==> src/rtl/mc_ctrl_pkg.sv <==
// ============================================================================
// mc_ctrl_pkg : state, opcode and datapath-select encodings for the
//               multicycle control unit.  MC_CTRL_JUMP_EN adds the JUMP state.
// Revision    : 1.0  initial release
// ============================================================================
`default_nettype none

package mc_ctrl_pkg;

   typedef enum logic [3:0] {
      st_start    = 4'd0,
      st_fetch    = 4'd1,
      st_decode   = 4'd2,
      st_mem_addr = 4'd3,
      st_mem_rd   = 4'd4,
      st_mem_wr   = 4'd5,
      st_mem_wb   = 4'd6,
      st_exec_r   = 4'd7,
      st_r_wb     = 4'd8,
      st_exec_i   = 4'd9,
      st_i_wb     = 4'd10,
      st_branch   = 4'd11,
`ifdef MC_CTRL_JUMP_EN
      st_jump     = 4'd12,
`endif
      st_trap     = 4'd15
   } state_t;

   localparam logic [5:0] c_op_rtype = 6'b000000;
   localparam logic [5:0] c_op_lw    = 6'b100011;
   localparam logic [5:0] c_op_sw    = 6'b101011;
   localparam logic [5:0] c_op_addi  = 6'b001000;
   localparam logic [5:0] c_op_beq   = 6'b000100;
   localparam logic [5:0] c_op_j     = 6'b000010;

   localparam logic [1:0] c_aluop_add   = 2'b00;
   localparam logic [1:0] c_aluop_sub   = 2'b01;
   localparam logic [1:0] c_aluop_funct = 2'b10;

   localparam logic [1:0] c_srcb_reg  = 2'b00;
   localparam logic [1:0] c_srcb_four = 2'b01;
   localparam logic [1:0] c_srcb_imm  = 2'b10;
   localparam logic [1:0] c_srcb_imm2 = 2'b11;

   localparam logic [1:0] c_pcsrc_alu    = 2'b00;
   localparam logic [1:0] c_pcsrc_aluout = 2'b01;
   localparam logic [1:0] c_pcsrc_jump   = 2'b10;

   localparam logic [1:0] c_cause_none    = 2'b00;
   localparam logic [1:0] c_cause_illegal = 2'b01;
   localparam logic [1:0] c_cause_timeout = 2'b10;

endpackage

`default_nettype wire

==> src/rtl/mc_wait_timer.sv <==
// ============================================================================
// mc_wait_timer : memory wait-cycle counter; expired flags the last permitted
//                 stall cycle.  MEM_TIMEOUT = 0 never expires.
// Revision      : 1.0  initial release
// ============================================================================
`default_nettype none

module mc_wait_timer #(
   parameter int MEM_TIMEOUT = 16
) (
   input  logic clk,
   input  logic rst_n,
   input  logic clear,
   input  logic count,
   output logic expired
);

   localparam int CW = (MEM_TIMEOUT > 0) ? $clog2(MEM_TIMEOUT + 1) : 1;

   logic [CW-1:0] r_count;

   always_ff @(posedge clk or negedge rst_n) begin
      if (!rst_n) begin
         r_count <= '0;
      end else if (clear) begin
         r_count <= '0;
      end else if (count) begin
         r_count <= r_count + CW'(1);
      end
   end

   // Expires on the stall cycle that would bring the count up to MEM_TIMEOUT
   generate
      if (MEM_TIMEOUT > 0) begin : g_timeout
         assign expired = count && (r_count == CW'(MEM_TIMEOUT - 1));
      end else begin : g_no_timeout
         assign expired = 1'b0;
      end
   endgenerate

endmodule

`default_nettype wire

==> src/rtl/multicycle_control_unit.sv <==
// ============================================================================
// multicycle_control_unit : multicycle MIPS-style control FSM with memory
//                           timeout and illegal-opcode trap.  MC_CTRL_JUMP_EN
//                           enables the j instruction.
// Revision                : 1.0  initial release
// ============================================================================
`default_nettype none

module multicycle_control_unit
   import mc_ctrl_pkg::*;
#(
   parameter int MEM_TIMEOUT = 16
) (
   input  logic       clk,
   input  logic       rst_n,
   input  logic [5:0] opcode,
   input  logic       zero,
   input  logic       mem_ready,
   output logic       PCWrite,
   output logic       PCWriteCond,
   output logic       IorD,
   output logic       MemRead,
   output logic       MemWrite,
   output logic       IRWrite,
   output logic       MemtoReg,
   output logic       RegWrite,
   output logic       RegDst,
   output logic       ALUSrcA,
   output logic [1:0] ALUSrcB,
   output logic [1:0] ALUOp,
   output logic [1:0] PCSource,
   output logic       instr_done,
   output logic       trap,
   output logic [1:0] trap_cause
);

   state_t     r_state;
   state_t     w_next_state;
   logic [1:0] r_trap_cause;
   logic [1:0] w_trap_cause_next;
   logic       w_wait_state;
   logic       w_timer_count;
   logic       w_timer_clear;
   logic       w_timer_expired;
   logic       w_unused;

   // zero only gates the PC write inside the datapath
   assign w_unused = zero;

   assign w_wait_state  = (r_state == st_fetch) || (r_state == st_mem_rd) ||
                          (r_state == st_mem_wr);
   assign w_timer_count = w_wait_state && !mem_ready;
   assign w_timer_clear = (w_next_state != r_state);

   mc_wait_timer #(
      .MEM_TIMEOUT (MEM_TIMEOUT)
   ) u_wait_timer (
      .clk     (clk),
      .rst_n   (rst_n),
      .clear   (w_timer_clear),
      .count   (w_timer_count),
      .expired (w_timer_expired)
   );

   always_ff @(posedge clk or negedge rst_n) begin
      if (!rst_n) begin
         r_state      <= st_start;
         r_trap_cause <= c_cause_none;
      end else begin
         r_state <= w_next_state;
         if (w_next_state == st_trap && r_state != st_trap) begin
            r_trap_cause <= w_trap_cause_next;
         end
      end
   end

   always_comb begin
      w_next_state      = r_state;
      w_trap_cause_next = c_cause_none;
      case (r_state)
         st_start:    w_next_state = st_fetch;
         st_fetch: begin
            if (mem_ready) begin
               w_next_state = st_decode;
            end else if (w_timer_expired) begin
               w_next_state      = st_trap;
               w_trap_cause_next = c_cause_timeout;
            end
         end
         st_decode: begin
            case (opcode)
               c_op_lw, c_op_sw: w_next_state = st_mem_addr;
               c_op_rtype:       w_next_state = st_exec_r;
               c_op_addi:        w_next_state = st_exec_i;
               c_op_beq:         w_next_state = st_branch;
`ifdef MC_CTRL_JUMP_EN
               c_op_j:           w_next_state = st_jump;
`endif
               default: begin
                  w_next_state      = st_trap;
                  w_trap_cause_next = c_cause_illegal;
               end
            endcase
         end
         st_mem_addr: w_next_state = (opcode == c_op_lw) ? st_mem_rd : st_mem_wr;
         st_mem_rd: begin
            if (mem_ready) begin
               w_next_state = st_mem_wb;
            end else if (w_timer_expired) begin
               w_next_state      = st_trap;
               w_trap_cause_next = c_cause_timeout;
            end
         end
         st_mem_wr: begin
            if (mem_ready) begin
               w_next_state = st_fetch;
            end else if (w_timer_expired) begin
               w_next_state      = st_trap;
               w_trap_cause_next = c_cause_timeout;
            end
         end
         st_exec_r:   w_next_state = st_r_wb;
         st_exec_i:   w_next_state = st_i_wb;
         st_mem_wb, st_r_wb, st_i_wb, st_branch: w_next_state = st_fetch;
`ifdef MC_CTRL_JUMP_EN
         st_jump:     w_next_state = st_fetch;
`endif
         st_trap:     w_next_state = st_trap;
         default:     w_next_state = st_start;
      endcase
   end

   always_comb begin
      PCWrite     = 1'b0;
      PCWriteCond = 1'b0;
      IorD        = 1'b0;
      MemRead     = 1'b0;
      MemWrite    = 1'b0;
      IRWrite     = 1'b0;
      MemtoReg    = 1'b0;
      RegWrite    = 1'b0;
      RegDst      = 1'b0;
      ALUSrcA     = 1'b0;
      ALUSrcB     = c_srcb_reg;
      ALUOp       = c_aluop_add;
      PCSource    = c_pcsrc_alu;
      instr_done  = 1'b0;
      trap        = 1'b0;
      trap_cause  = r_trap_cause;
      case (r_state)
         st_fetch: begin
            MemRead = 1'b1;
            ALUSrcB = c_srcb_four;
            IRWrite = mem_ready;
            PCWrite = mem_ready;
         end
         st_decode:   ALUSrcB = c_srcb_imm2;
         st_mem_addr, st_exec_i: begin
            ALUSrcA = 1'b1;
            ALUSrcB = c_srcb_imm;
         end
         st_exec_r: begin
            ALUSrcA = 1'b1;
            ALUOp   = c_aluop_funct;
         end
         st_mem_rd: begin
            MemRead = 1'b1;
            IorD    = 1'b1;
         end
         st_mem_wr: begin
            MemWrite   = 1'b1;
            IorD       = 1'b1;
            instr_done = mem_ready;
         end
         st_mem_wb: begin
            RegWrite   = 1'b1;
            MemtoReg   = 1'b1;
            instr_done = 1'b1;
         end
         st_r_wb: begin
            RegWrite   = 1'b1;
            RegDst     = 1'b1;
            instr_done = 1'b1;
         end
         st_i_wb: begin
            RegWrite   = 1'b1;
            instr_done = 1'b1;
         end
         st_branch: begin
            ALUSrcA     = 1'b1;
            ALUOp       = c_aluop_sub;
            PCWriteCond = 1'b1;
            PCSource    = c_pcsrc_aluout;
            instr_done  = 1'b1;
         end
`ifdef MC_CTRL_JUMP_EN
         st_jump: begin
            PCWrite    = 1'b1;
            PCSource   = c_pcsrc_jump;
            instr_done = 1'b1;
         end
`endif
         st_trap:     trap = 1'b1;
         default: ;
      endcase
   end

endmodule

`default_nettype wire

==> config.mk <==
export PLATFORM = sky130hd
export DESIGN_NAME = multicycle_control_unit
export DESIGN_NICKNAME = d
export VERILOG_FILES = /design/src/rtl/mc_ctrl_pkg.sv /design/src/rtl/mc_wait_timer.sv /design/src/rtl/multicycle_control_unit.sv
export SDC_FILE = /design/constraint.sdc
export NUM_CORES = 1
export LEC_CHECK = 0
export CELL_PAD_IN_SITES_DETAIL_PLACEMENT = 1
export CELL_PAD_IN_SITES_GLOBAL_PLACEMENT = 1
export CORE_UTILIZATION = 35
export CTS_CLUSTER_DIAMETER = 100
export DETAILED_ROUTE_END_ITERATION = 7
export PLACE_DENSITY = 0.89
export REMOVE_ABC_BUFFERS = 1
export SYNTH_ARGS = -nofsm -noshare
export SYNTH_HDL_FRONTEND = slang
export SYNTH_SLANG_ARGS = --single-unit
==> constraint.sdc <==
create_clock -name clk -period 6.6 [get_ports clk]
set_input_delay 1.65 -clock clk [delete_from_list [all_inputs] [get_ports clk]]
set_output_delay 1.65 -clock clk [all_outputs]
set_load 0.02 [all_outputs]
Word-level counts from Yosys, hierarchy flattened. Cells that the tools add are included. Widths: inputs -> output; s select.

Bits in registers: 11. Input port bits: 10. Output and inout bits: 20.

Add/sub/neg operators: 1. Eq/ne operators: 20. Muxes and demuxes: 27. Reduce and logical (&&, ||, !) cells: 19.

Operators with widths (count): $pmux 4 s9 (1); $eq 4x4->1 const B (6); $eq 4x3->1 const B (4); $mux 4 (4); $pmux 4 s4 (1); $mux 1 (13); $eq 6x6->1 const B (2); $mux 5 (2); $reduce_or 5->1 (2); $eq 4x2->1 const B (2); $pmux 2 s2 (2); $reduce_or 2->1 (4); $reduce_or 4->1 (2); $eq 6x3->1 const B (1); $eq 6x4->1 const B (1); $logic_not 6->1 (1); $pmux 2 s3 (1); $reduce_or 3->1 (2); $add 5x1->5 const B (1); $eq 5x4->1 const B (1); $eq 4x1->1 const B (1); $logic_not 4->1 (1); $mux 2 (2); $ne 4x4->1 (1); other kinds (6) (9).

Longest topological paths before layout.
Word-level depth: 10. Gate-level depth with buffers: 8.

Hierarchy. Synthesis repeated with hierarchy kept, for this count alone.

Cell total of the unflattened synthesis: 130. Area, all modules: 1029.7 µm².

By module, submodules not included: multicycle_control_unit (times used 1, cells an instance 106, area an instance 744.5 µm²); mc_wait_timer (times used 1, cells an instance 24, area an instance 285.3 µm²).

Worst setup path before layout. No wires, ideal clock.

Path kind: input-to-output. From: input mem_ready. To: output PCWrite. Arrival time: 2.304 ns. Data required time: 4.950 ns. Setup slack: 2.646 ns. Stages on the path: 3. Path through: buf_2 and3_1 buf_4.

Longest elaborated chain between the ends: 1.

Ends and longest elaborated chain: start, declared (RTL line multicycle_control_unit.sv:18) `input logic mem_ready,`; $mux 1; end, declared (RTL line multicycle_control_unit.sv:19) `output logic PCWrite,`.

No other way between the ends.

Worst setup path in the final report.
From: input mem_ready. To: output instr_done.

Longest elaborated chain between the ends: 1.

Ends and longest elaborated chain: $pmux 1 s2 (RTL line multicycle_control_unit.sv:150) `case (r_state)`; end, declared (RTL line multicycle_control_unit.sv:32) `output logic instr_done,`.

No other way between the ends.

==> results.ini <==
[floorplan]
chipHeight_um=55.8
dieArea_um2=3110
core_um2=2760
fp.dieW_um=55.8
rows=19
start_util_pct=36.7
io_pins=30

[hold_path]
hp-class=reg2reg
hold_start=trap_cause[1]$_DFFE_PN0P_

[sta]
finalSetupViolCount=0
tightest_slew_ns=0.618
slew_headroom_pct=58.8
fin_hold_ws_ns=0.559
fin_skew_ns=0.00424
post-route-min-period_ns=5.01
hold_viol=0
min_period_over_period_pct=76.0
rsz0062_at_grt=false
maxClockFrequency_mhz=199
setup_tns_ns=0
slew_viol_final=0

[routing]
via_per_inst=5.61
via_count=1015
antenna_left=0
drt_iter0_markers=16
routedWlPerCell_um=15.8
wl_mm=2.86
dr.pass1.iters=4
route.detailed.drc=0

[synth]
synth_most_common_cell=nor2_1
ys_warn_count=0
avgSynthCellArea_um2=7.79
netlist_area_um2=1010
yosysTopAreaCell=dfrtp_1
synth_seq_cells=11
synth_commonest_cells=16 x nor2_1, 12 x nand2_1, 11 x dfrtp_1, 9 x a21oi_1, 9 x nor3_1
ys_async_sr_fraction_pct=100
synth_edf_count=0
synthTopCellsByArea=dfrtp_1 27%, nor2_1 5.9%, a21oi_1 4.4%, nor3_1 4.4%, nand2_1 4.4%
synth_ff_type=dfrtp_1
seq_area_frac_synth_pct=27.2
synth_top_area_share_pct=27.2
synth.distinct_cells=42
postSynthCellCount=130

[place]
gp_congestion=0.827
dp_hpwl_mm=2.33
io_buffers=27
place_area_um2=1260

[cts]
root_buffer=clkbuf_4
cts.sinks=11
clkTransAtPathRegs_ns=0.07
cts.htree.levels=1
clock_path_buffers=2
post_cts_buffers=0
cts_tree=yes
ctsHoldBuffers=0
clk_latency_ns=0.28
post_cts_resized=0
cts_buffers=3

[power_and_ir_drop]
p_int_w=0.000257
seqPwrFrac_pct=25.3
power_frac_comb_pct=65.7
ir_drop_mv=0.251
p_leak_nw=0.507
power_density_nw_per_um2=410
p_clk_share_pct=9.0
switchingPower_w=0.000271
switching_share_pct=51.4

[critical_path]
cp-start-kind=primary input
worstPathRequired_ns=4.95
crit_fanout=12
startpoint=mem_ready
arrival_ns=3.36
cp-end-kind=output port
worstSetupPathType=in2out
regToRegStartpoint=u_wait_timer.r_count[0]$_DFFE_PN0P_

[grt]
grt_overflow=0
antenna_found_initial=0
grtUsageTotal_pct=19.9
first_global_vias=1055
grt_pass1_wl_mm=4.95
grt_start_max_net_pins=22

[final_layout]
n_fill_cell=335
syn2layout_area_growth_pct=27.3
nets=163
stdcell_area_um2=1290
antenna_cells=0
drive_above_1_share_pct=8.00

[status]
status=completed

[job]
maxCapViolCount=0

## per-layer routing
metal	global-route usage, %	wire, µm	vias to the layer above
li1	-	-	504
met1	25.2	1300	498
met2	35.6	1490	11
met3	4.42	70	2
met4	1.79	4	0
met5	0	0	-
## cells by family after synthesis
group	synth area share [%]
xor gates and xnor gates	4.33
AOI/OAI and AO/OA	27.2
DFF	27.2
adders and majority gates	2.47
buffers and inverters	8.16
and+or+nand+nor	29.3
other	0.370
muxes	0.989
## metrics by stage
| step | setup WS (ns) | utilization, % | std cells | total power, W |
|---|---|---|---|---|
| 2_1_floorplan | 2.87 | - | 119 | 0.000350 |
| 3_3_place_gp | 1.65 | 45.7 | 177 | 0.000466 |
| 3_5_place_dp | 1.59 | 45.7 | 177 | 0.000484 |
| 4_1_cts | 1.59 | 46.7 | 181 | 0.000531 |
| 5_1_grt | 1.47 | 46.7 | 181 | 0.000571 |
| 6_report | 1.59 | 46.7 | 181 | 0.000528 |
## layout make-up
type	instances	area, µm²	share of cell area, %
inverters	6	22.5	1.75
clock inverters	1	5.00	0.388
clock buffers	3	22.5	1.75
repair buffers	27	270	21.0
well taps	31	38.8	3.01
multi-input cells	102	654	50.8
flip-flops and latches	11	275	21.4
## registers in the layout (all words and copies together), names as in the netlist
register,cells
u_wait_timer.r_count,5
r_state,4
trap_cause,2
## path summary, 6_finish.rpt
kind / to / slack, ns / cells past startpoint
hold / removal: trap_cause[1]$_DFFE_PN0P_ / 0.56 / 2
setup reg to reg: u_wait_timer.r_count[4]$_DFFE_PN0P_ / 4.20 / 8
max in group asynchronous: r_state[2]$_DFF_PN0_ / 4.57 / 1
setup / recovery: instr_done / 1.59 / 4
min in group asynchronous: u_wait_timer.r_count[2]$_DFFE_PN0P_ / 1.70 / 1
hold reg to reg: trap_cause[1]$_DFFE_PN0P_ / 0.56 / 2
## layout by cell type (no fill, tap or decap), types with 2 or more instances in the layout
cell,Yosys,routed
clkdlybuf4s50_1,0,27
nor2_1,16,16
nand2_1,12,12
dfrtp_1,11,11
nor3_1,9,9
a21oi_1,9,9
inv_1,6,6
o211ai_1,5,5
nand2b_1,4,4
o21ai_0,4,4
or2_2,3,3
xnor2_1,3,3
and3_1,3,3
nand3_1,3,3
clkbuf_4,0,3
a211oi_1,2,2
o22ai_1,2,2
a22oi_1,2,2
xor2_1,2,2
a311o_1,2,2
ha_1,2,2
## power by group through the flow
stage	registers, W	clock network (W)	logic [W]
floorplan	0.000121	0	0.000228
CTS	0.000133	0.0000484	0.000350
detailed placement	0.000135	0	0.000350
global route	0.000139	0.0000525	0.000379
finish	0.000134	0.0000476	0.000347
global placement	0.000132	0	0.000334
## critical path, cell delays in order
cell,delay [ns]
clkdlybuf4s50_1,0.74
a21boi_0,0.16
o22ai_1,0.17
clkdlybuf4s50_1,0.64
(Power assumes the default switching activity.)
